===== config.mk =====
export PLATFORM = sky130hd
export DESIGN_NAME = mem_port_ctrl
export DESIGN_NICKNAME = d
export VERILOG_FILES = /design/src/rtl/mem_ctrl_pkg.sv /design/src/rtl/mem_rr_arb.sv /design/src/rtl/mem_port_ctrl.sv
export SDC_FILE = /design/constraint.sdc
export NUM_CORES = 1
export LEC_CHECK = 0
export ABC_AREA = 1
export CAP_MARGIN = 5
export CORE_ASPECT_RATIO = 0.8
export CORE_MARGIN = 1.5
export CORE_UTILIZATION = 30
export DETAILED_ROUTE_END_ITERATION = 10
export PLACE_DENSITY = 0.7
export RECOVER_POWER = 100
export SLEW_MARGIN = 0
export SYNTH_ARGS = -nofsm -noshare
export SYNTH_HDL_FRONTEND = slang
export SYNTH_SLANG_ARGS = --single-unit

===== constraint.sdc =====
create_clock -name clk -period 2.7 [get_ports clk]
set_clock_uncertainty 0.05 [all_clocks]
set_input_delay 0.27 -clock clk [delete_from_list [all_inputs] [get_ports clk]]
set_output_delay 0.27 -clock clk [all_outputs]
set_load 0.02 [all_outputs]

===== src/rtl/mem_ctrl_pkg.sv =====
// Shared FSM encoding and grant ids for the unified-memory port sequencer.
package mem_ctrl_pkg;
  typedef enum logic [1:0] {
    IDLE   = 2'd0,
    ACCESS = 2'd1,
    RESP   = 2'd2
  } state_t;

  localparam logic GNT_IF = 1'b0;
  localparam logic GNT_LS = 1'b1;
endpackage


===== src/rtl/mem_rr_arb.sv =====
// Two-input fetch/load-store arbiter, combinational; alternates on conflict when FAIR,
// otherwise load/store always wins. No backpressure of its own.
module mem_rr_arb
  import mem_ctrl_pkg::*;
#(
  parameter bit FAIR = 1'b1
) (
  input  logic if_req,
  input  logic ls_req,
  input  logic last_grant,
  output logic gnt_valid,
  output logic gnt_id
);

  always_comb begin
    gnt_valid = if_req | ls_req;
    gnt_id    = GNT_IF;
    if (if_req && ls_req)
      gnt_id = FAIR ? ~last_grant : GNT_LS;
    else if (ls_req)
      gnt_id = GNT_LS;
  end

endmodule


===== src/rtl/mem_port_ctrl.sv =====
// Single-port memory sequencer: IDLE->ACCESS->RESP, fixed 3-cycle latency, one access per 3 cycles.
// Requesters hold req until their one-cycle ack; the loser of arbitration simply waits.
module mem_port_ctrl
  import mem_ctrl_pkg::*;
#(
  parameter int AW   = 16,
  parameter int DW   = 16,
  parameter bit FAIR = 1'b1
) (
  input  logic          clk,
  input  logic          reset,
  input  logic          if_req,
  input  logic [AW-1:0] if_addr,
  output logic          if_ack,
  output logic [DW-1:0] if_data,
  output logic          if_err,
  input  logic          ls_req,
  input  logic          ls_we,
  input  logic [AW-1:0] ls_addr,
  input  logic [DW-1:0] ls_wdata,
  output logic          ls_ack,
  output logic [DW-1:0] ls_rdata,
  output logic          ls_err,
  output logic [AW-1:0] mem_a,
  output logic          mem_we,
  output logic [DW-1:0] mem_wd,
  input  logic [DW-1:0] mem_rd
);

  state_t state;
  logic   last_grant;
  logic   lat_id;
  logic   lat_we;
  logic   gnt_valid;
  logic   gnt_id;
  logic   odd;

  mem_rr_arb #(.FAIR(FAIR)) u_arb (
    .if_req     (if_req),
    .ls_req     (ls_req),
    .last_grant (last_grant),
    .gnt_valid  (gnt_valid),
    .gnt_id     (gnt_id)
  );

  // mem_a holds the latched address, so its bit 0 is the misalignment flag
  assign odd = mem_a[0];

  always_ff @(posedge clk or posedge reset) begin
    if (reset) begin
      state      <= IDLE;
      last_grant <= GNT_IF;
      lat_id     <= GNT_IF;
      lat_we     <= 1'b0;
      mem_a      <= '0;
      mem_we     <= 1'b0;
      mem_wd     <= '0;
      if_ack     <= 1'b0;
      if_err     <= 1'b0;
      if_data    <= '0;
      ls_ack     <= 1'b0;
      ls_err     <= 1'b0;
      ls_rdata   <= '0;
    end else begin
      case (state)
        IDLE: begin
          if (gnt_valid) begin
            last_grant <= gnt_id;
            lat_id     <= gnt_id;
            state      <= ACCESS;
            if (gnt_id == GNT_LS) begin
              mem_a  <= ls_addr;
              mem_wd <= ls_wdata;
              lat_we <= ls_we;
              mem_we <= ls_we & ~ls_addr[0];
            end else begin
              mem_a  <= if_addr;
              lat_we <= 1'b0;
            end
          end
        end
        ACCESS: begin
          mem_we <= 1'b0;
          state  <= RESP;
          if (!lat_we) begin
            if (lat_id == GNT_IF)
              if_data <= odd ? '0 : mem_rd;
            else
              ls_rdata <= odd ? '0 : mem_rd;
          end
          if_ack <= (lat_id == GNT_IF);
          ls_ack <= (lat_id == GNT_LS);
          if_err <= (lat_id == GNT_IF) & odd;
          ls_err <= (lat_id == GNT_LS) & odd;
        end
        RESP: begin
          if_ack <= 1'b0;
          ls_ack <= 1'b0;
          if_err <= 1'b0;
          ls_err <= 1'b0;
          state  <= IDLE;
        end
        default: state <= IDLE;
      endcase
    end
  end

endmodule


==> flow_summary.ini <==
[clock_tree]
clock_path_buffers = 2
numCtsBuffers = 9
h-tree-depth = 3
clk_latency_ns = 0.33
cts_root_buf = clkbuf_16
clk_pin_slew_ns = 0.06
cts_tree = yes
postCtsSetupBuffers = 0
cts_num_sinks = 73
cts_resized = 0
ctsHoldBuffers = 0

[worst_setup_path]
worstPathCellList = dlygate4sd3_1
crit_end = mem_a[0]
reg2reg_slack_ns = 0.80
crit_start = mem_a[0]
critPathMaxFanout = 11
cpPeakStageDelay_ns = 0.77
cp_num_cells = 1
cp_top_family = buffers and inverters
required_ns = 2.38
critical_path_class = register to primary output
cp_slowest_cell = dlygate4sd3_1
path_buf_inv = 1
r2r_start = state[1]
reg2reg_to = ls_rdata[6]
critPathCaptureType = primary output
startpoint_type = register
cp.arrival_ns = 1.68
r2r_cells = 7

[power]
combinationalPowerShare_pct = 45.0
p_sw_mw = 2.314
p_int_mw = 3.481
power_density_nw_per_um2 = 1129
swShare_pct = 39.93
seqPwrFrac_pct = 33.0
ir_worst_vdd_mv = 0.4994
clkPwrFrac_pct = 22.0
leakage_nw = 2.633

[place]
dp_hpwl_microns = 6449
preCtsSetupSlack_ns = 0.6271
portBuffers = 137
gp_congestion = 0.8436

[logic_synthesis]
synth_fp_nets = 483
avgSynthCellArea_sq_um = 8.050
syn_inst = 410
synth.cell_area_sq_um = 3301
synth.distinct_cells = 21
ys_ff_latch = 73
synth_warnings = 0
seq_area_frac_synth_pct = 55.34

[floorplan]
coreArea_sq_um = 10810
core.rowCount = 34
die_w_microns = 120.3
start_util_pct = 30.55
die_h_microns = 96.82
dieArea_sq_um = 11640
ioPinCount = 138

[run]
cap_violations = 0

[sta]
maxSlewViolCount = 0
setup_viol = 0
fmax_ghz = 0.5000
worstMarginPinSlew_ns = 0.8065
period_share_pct = 74.07
rsz0062_at_grt = no
setup-tns-final_ns = 0
hold_viol = 0
period_needed_ns = 2.000
setup_ws_ns = 0.7001
slew-limit-headroom_pct = 45.94

[route]
drc = 0
wirelength_microns = 8613
viasPerCell = 4.367
wire_per_inst_microns = 12.36
firstDrtPassIters = 4
vias = 3044
final_antenna_net_count = 0
drt_iter0_drc = 190

[global_route]
grt_max_degree = 58
grtUsageTotal_pct = 15.40
first_global_vias = 3027
overflow = 0
grt_antenna_before_repair = 0
grt_pass1_wl_microns = 14410

[finish]
num_antenna_cells = 0
nets = 621
syn2layout_area_growth_pct = 55.53
final_common_cell = nand2_1
final_cell_mix = 147 x nand2_1, 73 x dfrtp_1, 70 x dlygate4sd3_1
fin_util_pct = 47.51
drive_gt1_share_pct = 4.340

[min_path]
min_path_type = register to register

[run_status]
run_status = finished, final reports clean
power groups by stage:
stage	sequential [mW]	combinational, mW	clock, mW
floorplan	2.42	1.02	0
global placement	1.95	2.76	0
detailed placement	1.95	2.82	0
CTS	1.94	2.83	1.31
global route	1.98	2.88	1.36
finish	1.91	2.61	1.27
worst min-delay path by stage:
stage | startpoint | slack [ns] | endpoint | depth (start not counted)
floorplan | ls_we | 0.33 | lat_we | 2
global placement | ls_rdata[0] | 0.41 | ls_rdata[0] | 2
detailed placement | mem_wd[12] | 0.41 | mem_wd[12] | 2
CTS | reset | 0.16 | mem_wd[12] | 2
global route | ls_wdata[11] | 0.42 | mem_wd[11] | 3
finish | ls_rdata[1] | 0.42 | ls_rdata[1] | 2
stage by stage:
stage               total power [mW]  hold WS, ns  instances  cell area, sq um
global placement               4.716       0.4132        681              4826
detailed placement             4.766       0.4142        681              4826
finish                         5.794       0.4185        697              5134
global route                   6.215       0.4175        697              5134
floorplan                      3.437       0.3296        410              3301
CTS                            6.075       0.1605        697              5149
sequential cells by signal, indices dropped and copies added, names as in the netlist:
signal    cells
if_ack        1
if_data      16
if_err        1
lat_id        1
lat_we        1
ls_ack        1
ls_err        1
ls_rdata     16
mem_a        16
mem_wd       16
mem_we        1
state         2
layer usage:
metal | vias up | part of all wire, % | GRT usage, %
li1 | 1534 | - | -
met1 | 1389 | 47 | 20.74
met2 | 109 | 44 | 23.65
met3 | 12 | 7.7 | 5.307
met4 | 0 | 1.3 | 4.163
met5 | - | 0 | 0
synth_stat cells:
master    count  area share (%)
a21oi_1       1            0.15
buf_2         8             1.2
dfrtp_1      73              55
ha_1          4             1.5
o21ai_0      26             3.9
buf_4         3            0.68
nor3_2        1            0.30
nand3_1      44             6.7
buf_6         1            0.34
nand2_2       2            0.38
nor2_2        1            0.19
inv_1        67             7.6
nor2_4        2            0.68
inv_2         2            0.23
nor2_1       10             1.1
clkbuf_1      5            0.57
nand4_1       8             1.5
o21ai_1       2            0.30
nand2_1     147              17
o22ai_1       2            0.38
clkinv_1      1            0.11
area by class of cell:
class,instances,area [sq um]
fill,1055,5672
tap,144,180.2
sequential,73,1827
clock buffer,12,246.5
timing repair buffer,144,1429
multi-input combinational,250,1111
clock inverter,4,76.32
inverter,70,264.0
cell families after synthesis:
group / count (synthesis) / share of synthesized area [%]
AND/OR/NAND/NOR: 215 / 27.60
AO/OA/AOI/OAI: 31 / 4.776
adder cells (fa/ha/maj): 4 / 1.516
buffers and inverters: 87 / 10.77
flip-flops: 73 / 55.34
Note: power is estimated with default switching activity, not from simulation.
